$ cat src/rtl/ex_muldiv_unit.sv
// Iterative RV32M multiply/divide unit for the EX stage: single-cycle multiply, 32-step restoring divide.
// Optional MULDIV_EARLY_OUT_EN: trivial divides (B==0, overflow, |B|>|A|) bypass the iteration loop.
module ex_muldiv_unit #(
  parameter int unsigned XLEN      = 32,
  parameter int unsigned DIV_CNT_W = 5
) (
  input  logic            clk,
  input  logic            rst,
  input  logic            start,
  input  logic [2:0]      funct3,
  input  logic [XLEN-1:0] rs1_data,
  input  logic [XLEN-1:0] rs2_data,
  input  logic            flush,
  output logic            busy,
  output logic            done,
  output logic [XLEN-1:0] result
);

  typedef enum logic [2:0] {IDLE, MUL, DIV, FIX, DONE} state_t;

  localparam logic [XLEN-1:0] MIN_INT = {1'b1, {(XLEN-1){1'b0}}};

  state_t                 state;
  logic [1:0]             op;
  logic [XLEN-1:0]        opa, opb;
  logic [XLEN-1:0]        divisor, quot, rem;
  logic                   neg_q, neg_r, div_zero, div_ovf;
  logic [DIV_CNT_W-1:0]   cnt;

  logic                   in_signed, in_zero, in_ovf;
  logic [XLEN-1:0]        abs_a, abs_b;
  logic [2*XLEN-1:0]      mul_a, mul_b, prod;
  logic [XLEN:0]          rem_sh, rem_sub;
  logic                   q_bit;
  logic [XLEN-1:0]        rem_next, q_fix, r_fix;

  always_comb begin
    in_signed = ~funct3[0];
    abs_a     = (in_signed && rs1_data[XLEN-1]) ? -rs1_data : rs1_data;
    abs_b     = (in_signed && rs2_data[XLEN-1]) ? -rs2_data : rs2_data;
    in_zero   = (rs2_data == '0);
    in_ovf    = in_signed && (rs1_data == MIN_INT) && (rs2_data == '1);
  end

  // Operands are explicitly extended to 64 bits so an unsigned multiply yields the exact signed/mixed product.
  always_comb begin
    mul_a = {{XLEN{(op != 2'b11) & opa[XLEN-1]}}, opa};
    mul_b = {{XLEN{~op[1] & opb[XLEN-1]}}, opb};
    prod  = mul_a * mul_b;
  end

  // Restoring step: the borrow out of the 33-bit subtract is the inverted quotient bit.
  always_comb begin
    rem_sh   = {rem, quot[XLEN-1]};
    rem_sub  = rem_sh - {1'b0, divisor};
    q_bit    = ~rem_sub[XLEN];
    rem_next = q_bit ? rem_sub[XLEN-1:0] : rem_sh[XLEN-1:0];
  end

  always_comb begin
    q_fix = neg_q ? -quot : quot;
    r_fix = neg_r ? -rem : rem;
    if (div_zero) begin
      q_fix = '1;
      r_fix = opa;
    end else if (div_ovf) begin
      q_fix = MIN_INT;
      r_fix = '0;
    end
  end

  assign busy = (state == IDLE && start && !flush) || state == MUL || state == DIV || state == FIX;
  assign done = (state == DONE);

  always_ff @(posedge clk) begin
    if (rst) begin
      state    <= IDLE;
      result   <= '0;
      op       <= '0;
      opa      <= '0;
      opb      <= '0;
      divisor  <= '0;
      quot     <= '0;
      rem      <= '0;
      neg_q    <= 1'b0;
      neg_r    <= 1'b0;
      div_zero <= 1'b0;
      div_ovf  <= 1'b0;
      cnt      <= '0;
    end else if (flush && state != IDLE) begin
      state <= IDLE;
    end else begin
      case (state)
        IDLE: begin
          if (start && !flush) begin
            op  <= funct3[1:0];
            opa <= rs1_data;
            opb <= rs2_data;
            if (!funct3[2]) begin
              state <= MUL;
            end else begin
              divisor  <= abs_b;
              quot     <= abs_a;
              rem      <= '0;
              neg_q    <= in_signed & (rs1_data[XLEN-1] ^ rs2_data[XLEN-1]);
              neg_r    <= in_signed & rs1_data[XLEN-1];
              div_zero <= in_zero;
              div_ovf  <= in_ovf;
              cnt      <= DIV_CNT_W'(XLEN-1);
`ifdef MULDIV_EARLY_OUT_EN
              // Presetting quotient 0 / remainder |A| makes FIX produce the same bits as the full loop.
              if (in_zero || in_ovf || abs_b > abs_a) begin
                quot  <= '0;
                rem   <= abs_a;
                state <= FIX;
              end else begin
                state <= DIV;
              end
`else
              state <= DIV;
`endif
            end
          end
        end
        MUL: begin
          result <= (op == 2'b00) ? prod[XLEN-1:0] : prod[2*XLEN-1:XLEN];
          state  <= DONE;
        end
        DIV: begin
          quot <= {quot[XLEN-2:0], q_bit};
          rem  <= rem_next;
          cnt  <= cnt - 1'b1;
          if (cnt == '0) state <= FIX;
        end
        FIX: begin
          result <= op[1] ? r_fix : q_fix;
          state  <= DONE;
        end
        DONE:    state <= IDLE;
        default: state <= IDLE;
      endcase
    end
  end

endmodule
$ cat config.mk
export PLATFORM = sky130hd
export DESIGN_NAME = ex_muldiv_unit
export DESIGN_NICKNAME = d
export VERILOG_FILES = /design/src/rtl/ex_muldiv_unit.sv
export SDC_FILE = /design/constraint.sdc
export NUM_CORES = 2
export LEC_CHECK = 0
export BUFFER_PORTS_ARGS = -buffer_cell sky130_fd_sc_hd__clkbuf_2
export CORE_MARGIN = 2
export CORE_UTILIZATION = 30
export CTS_BUF_LIST = sky130_fd_sc_hd__clkbuf_8
export CTS_CLUSTER_SIZE = 14
export DETAILED_ROUTE_END_ITERATION = 8
export GPL_ROUTABILITY_DRIVEN = 0
export PLACE_DENSITY = 0.55
export SYNTH_ARGS = -nofsm -noshare
export SYNTH_HDL_FRONTEND = slang
export SYNTH_SLANG_ARGS = --single-unit
$ cat constraint.sdc
create_clock -name clk -period 21.6 [get_ports clk]
set_input_delay 1.08 -clock clk [delete_from_list [all_inputs] [get_ports clk]]
set_output_delay 1.08 -clock clk [all_outputs]
set_load 0.02 [all_outputs]
* Word-level counts from Yosys, hierarchy flattened
Index checks and enable logic that the tools add are counted.
** Cells by class
- Add/subtract/negate cells :: 6
- Multiply operators :: 1
- Divide/modulo/power cells :: 0
- Magnitude comparators :: 0
- Eq/ne operators :: 10
- Shift-type cells :: 0
- Muxes and demuxes :: 25
- Bitwise operators :: 9
- Reduce and logical (&&, ||, !) cells :: 26
** Operator list (count)
- $mux W32 :: 15
- $pmux W32 S2 :: 3
- $neg A32 Y32 :: 4
- $eq A32 B32 Y1 const B :: 2
- $mul A33 B33 Y64 :: 1
- $sub A33 B32 Y33 :: 1
- $logic_not A32 Y1 :: 1
- $mux W5 :: 2
- $pmux W5 S2 :: 1
- $pmux W3 S3 :: 1
- $logic_and A1 B1 Y1 :: 8
- $reduce_and A4 Y1 :: 2
- $eq A3 B2 Y1 const B :: 2
- $mux W3 :: 2
- $logic_not A5 Y1 :: 1
- $sub A5 B1 Y5 const B :: 1
- $and A1 B1 Y1 :: 4
- $ne A2 B1 Y1 const B :: 2
- $ne A2 B2 Y1 const B :: 2
- $not A1 Y1 :: 4
- $reduce_and A2 Y1 :: 2
- $reduce_bool A2 Y1 :: 2
- $reduce_or A2 Y1 :: 2
- $eq A3 B1 Y1 const B :: 1
- other kinds (9) :: 11
** Storage, ports and cells
- Flip-flop bits (word level) :: 206
- Bits in latches :: 0
- RAM bits :: 0
- ROM bits :: 0
- Input bits :: 71
- Output and inout port bits :: 34
- Memories :: 0

* Longest topological paths before layout
- Depth after elaboration :: 6
- Depth in mapped cells :: 31
- Mapped depth without buffers :: 28

* Worst setup path after synthesis
Ideal clock, no wire load.
- Path kind :: register to register
- Start :: register opa[31]
- End :: register result[25]
- Setup time :: 0.117 ns
- Arrival time :: 8.527 ns
- Setup slack :: 12.956 ns
- Stages on the path, launching flop included :: 28
- Period minus slack after synthesis :: 8.644 ns
- Cell sequence :: dfxtp_1 clkbuf_1 a21boi_0 clkbuf_1 clkbuf_1 nand2_1 fa_1 fa_1 inv_1 fa_1 inv_1 fa_1 inv_1 fa_1 fa_1 fa_1 inv_1 fa_1 inv_1 ha_1 clkbuf_1 nand2_1 or4b_1 o221ai_1 o211ai_2 mux2i_1 or3_1 a32o_1
** On the way
- Word-level cells in the longest chain between the ends :: 4
** RTL lines
- start: declaration :: line 25 : logic [XLEN-1:0] opa, opb;
- start signal: assignment :: line 97 : opa <= rs1_data;
- $and A1 B1 Y1 :: line 47 : mul_a = {{XLEN{(op != 2'b11) & opa[XLEN-1]}}, opa};
- $mul A33 B33 Y64 * :: line 49 : prod = mul_a * mul_b;
- $mux W32 * :: line 126 : result <= (op == 2'b00) ? prod[XLEN-1:0] : prod[2*XLEN-1:XLEN];
- $pmux W32 S2 * :: line 93 : case (state)
- end signal: assignment :: line 126
- end signal: assignment :: line 136 : result <= op[1] ? r_fix : q_fix;
- end: declaration :: line 16 : output logic [XLEN-1:0] result
Mark *: on every way between the ends. The rest lies on a longest branch, timed or not.
A chain may end at the register's enable or synchronous reset.

* Worst setup path after layout
- Start :: register op[0]
- End :: register result[25]
** On the way
- Word-level cells in the longest chain between the ends :: 5
- Elaborated cells on any way between the ends :: 6
- Classes of those cells :: mul (1); eq/ne (1); mux (2); bitwise (1); reduce/logical (1)
** RTL lines
- start: declaration :: line 24 : logic [1:0] op;
- start signal: assignment :: line 96 : op <= funct3[1:0];
- $ne A2 B2 Y1 :: line 47
- $and A1 B1 Y1 :: line 47
- $mul A33 B33 Y64 :: line 49
- $mux W32 * :: line 126
- $pmux W32 S2 * :: line 93
Marked as above.

==> summary.md <==
| Metric | Value |
|---|---|
| Largest cells by area after synthesis | `fa_1 (44%), inv_1 (8.5%), dfxtp_1 (8.1%)` |
| Crit path max-delay family | `adder cells` |
| Cts bufs inserted | `40` |
| Clock tree buffer depth | `3` |
| # Max-Cap Violations | `0` |
| Largest net degree at the start of global routing | `79` |
| Final nets | `7179` |
| Wire length per cell | `19.3 um` |
| Number of setup violations in the final report | `0` |
| RSZ-0062 raised after global routing | `no` |
| Worst EP required | `22.10 ns` |
| Switching Power | `0.000668 W` |
| Switching part of the total power | `43.5%` |
| Worst vdd ir | `0.0336 mV` |
| FF-to-FF setup slack | `12.53 ns` |
| Top cell by count, worst path | `fa_1` |
| Final period util | `42.0%` |
| Total Power | `0.00153 W` |
| Fraction of layout cells with a size suffix above 1 | `5.42%` |
| Cell with the largest stage delay on the worst path | `fa_1` |
| Root buffer selected by CTS | `clkbuf_8` |
| Die area | `173000 um2` |
| Clk pin slew, worst setup/hold paths | `0.07 ns` |
| Number of storage elements in the synthesis netlist | `206` |
| # DRC | `0` |
| P_int | `0.000866 W` |
| Worst-Skew Late Latency | `0.61 ns` |
| Slowest stage delay, CP | `0.80 ns` |
| Critical Path Sink Type | `register` |
| Routed via count | `39500` |
| Synthesis Warnings | `0` |
| Proportion of power drawn by flip-flops and latches | `27.2%` |
| CTS tree | `done` |
| Portion of synthesized cell area occupied by the leading cell type | `44.4%` |
| Crit path DAT | `9.57 ns` |
| Initial Util | `30.1%` |
| Width of the die | `415 um` |
| Async set-or-reset flop fraction in the synthesized netlist | `0%` |
| Final max-slew violation count | `0` |
| R2R Path End | `result[25]` |
| Comb pwr share | `45.5%` |
| Capture point of the critical path | `result[25]` |
| Relative contribution of the clock network to total power | `27.3%` |
| Tmin final | `9.07 ns` |
| Final worst clock skew | `0.0374 ns` |
| Critical path buffer and inverter count | `8` |
| Post-synth top flop | `dfxtp_1` |
| Count of input and output buffers | `104` |
| DRT Wirelength | `154 mm` |
| Path length in cells of the critical path | `26` |
| Vias per cell | `4.95` |
| Wire length of the first global-routing pass | `245 mm` |
| Area delta synth->final | `6.74%` |
| Cells on worst reg2reg path | `26` |
| Initial antenna violation count | `3` |
| Part of the Yosys area used for sequential elements | `8.12%` |
| Worst relative slew slack | `26.0%` |
| Count of distinct cell types in the synthesized netlist | `87` |
| Number of enable flip-flop cells after synthesis | `0` |
| Classification of the worst-slack hold path | `register to register` |
| Pwr dens | `28.3 nW/um2` |
| Max Fanout on Critical Path | `31` |
| Top library cells by usage in the layout, fill and taps aside | `inv_1 (1157), fa_1 (1126), nand2_1 (981), and2_1 (371), ha_1 (251)` |
| GRT Util Overall | `18.0%` |
| Buffers inserted by post-CTS timing repair | `0` |
| Core area | `169000 um2` |
| R2r startpoint | `op[0]` |
| Number of primary I/O pins | `105` |
| Post-cts gate resize count | `0` |
| Number of nets with antenna violations after detailed routing | `0` |
| First-iteration detailed-routing DRC count | `2830` |
| Sum of negative setup slack | `0 ns` |
| Biggest area consumer among synthesized cells | `fa_1` |
| HPWL after DPL | `123 mm` |
| Number of global-route vias before repair | `41700` |
| Total leakage power | `25.3 nW` |
| Most common cell after layout, fill and taps aside | `inv_1` |
| Transition time of the tightest slew-check pin | `1.11 ns` |
| Netlist Area Pre-Place | `50800 um2` |
| Height of the chip | `415 um` |
| Number of clock sinks | `206` |
| Mapped Nets | `7308` |
| Number of hold buffers added after CTS | `0` |
| Mean cell area of the mapped netlist | `8.67 um2` |
| Worst Setup Start Kind | `register` |
| Global route total overflow | `0` |
| Critical path startpoint | `op[0]` |
| TritonRoute pass-1 iters | `7` |
| Status | `complete, no violations` |
| Number of instances in the synthesized netlist | `5860` |
| Highest attainable clock frequency | `110 MHz` |
| Count of endpoints failing hold in the final timing report | `0` |
| Start-to-end type of the worst setup path | `register to register` |
| CTS HTree Levels | `2` |
| Row count | `151` |
==> worst min path at each step <==
stage                 from           to  slack (ns)  cells after the start
5_1_grt            opb[15]      opb[15]        0.47                      2
2_1_floorplan  divisor[31]  divisor[31]        0.43                      2
3_3_place_gp       opb[18]      opb[18]        0.44                      2
4_1_cts            opb[24]      opb[24]        0.46                      2
6_report           opb[24]      opb[24]        0.45                      2
3_5_place_dp       opb[24]      opb[24]        0.45                      2
==> power by group through the flow <==
stage          Clock [W]  Sequential (W)  Combinational (W)
2_1_floorplan          0        0.000413           0.000477
3_3_place_gp           0        0.000424           0.000689
3_5_place_dp           0        0.000424           0.000695
4_1_cts         0.000426        0.000416           0.000701
5_1_grt         0.000441        0.000418           0.000774
6_report        0.000419        0.000417           0.000699
==> layout make-up <==
type                       count  area (um2)
multi-input combinational   4143       41000
antenna                        1        2.50
fill                       17800      114000
inverter                    1150        4320
sequential                   206        4140
tap                         2218        2780
clock inverter                17         109
clock buffer                  52         716
timing repair buffer         190        1170
==> flip-flops by register name (all words and copies together), names as in the netlist <==
signal	count
cnt	5
div_ovf	1
div_zero	1
divisor	32
neg_q	1
neg_r	1
op	2
opa	32
opb	32
quot	32
rem	32
result	32
state	3
==> per-stage QoR <==
stage,instance area [um2],instances,utilization [%],worst slack [ns],hold slack (ns)
3_3_place_gp,53400,7907,31.6,12.63,0.442
5_1_grt,54200,7976,32.1,11.94,0.468
4_1_cts,54200,7976,32.1,12.47,0.455
3_5_place_dp,53400,7907,31.6,12.49,0.447
6_report,54200,7977,32.1,12.53,0.455
2_1_floorplan,50800,5860,-,12.96,0.432
==> cell usage after synthesis, drive strengths merged (19+ instances only) <==
cell type and instances:
a211oi 60, a21o 44, a21oi 210, a222oi 29, a31oi 20, and2 371, clkbuf 352, dfxtp 206
fa 1126, ha 251, inv 1150, mux2i 42, nand2 981, nand2b 21, nand3 38, nand4 21
nor2 218, nor3 33, o211ai 23, o21ai 146, o31ai 35, o41ai 19, xnor2 118, xor2 91
==> layer usage <==
metal | track usage [%] | vias to the layer above | routed length, um
met5 | 0 | - | 0
met4 | 5.12 | 0 | 5030
met3 | 1.25 | 204 | 7340
met2 | 31.2 | 1108 | 75600
met1 | 24.0 | 20600 | 65800
li1 | - | 17600 | -
==> cells by family after synthesis <==
family	synth area share [%]
AOI/OAI and AO/OA	9.28
xor gates and xnor gates	3.60
adders and majority gates	50.6
buffers and inverters	11.2
DFF	8.12
muxes	0.872
and+or+nand+nor	16.3
==> worst reg2reg max path: cells and delay by family, from the launching register on <==
family / cells / cell delay, ns
buffers and inverters: 8 / 1.42
muxes: 1 / 0.13
adders and majority gates: 9 / 4.98
AOI/OAI and AO/OA: 4 / 0.75
DFF: 1 / 0.44
and+or+nand+nor: 4 / 1.24
Power figures use the tool's default switching activity.
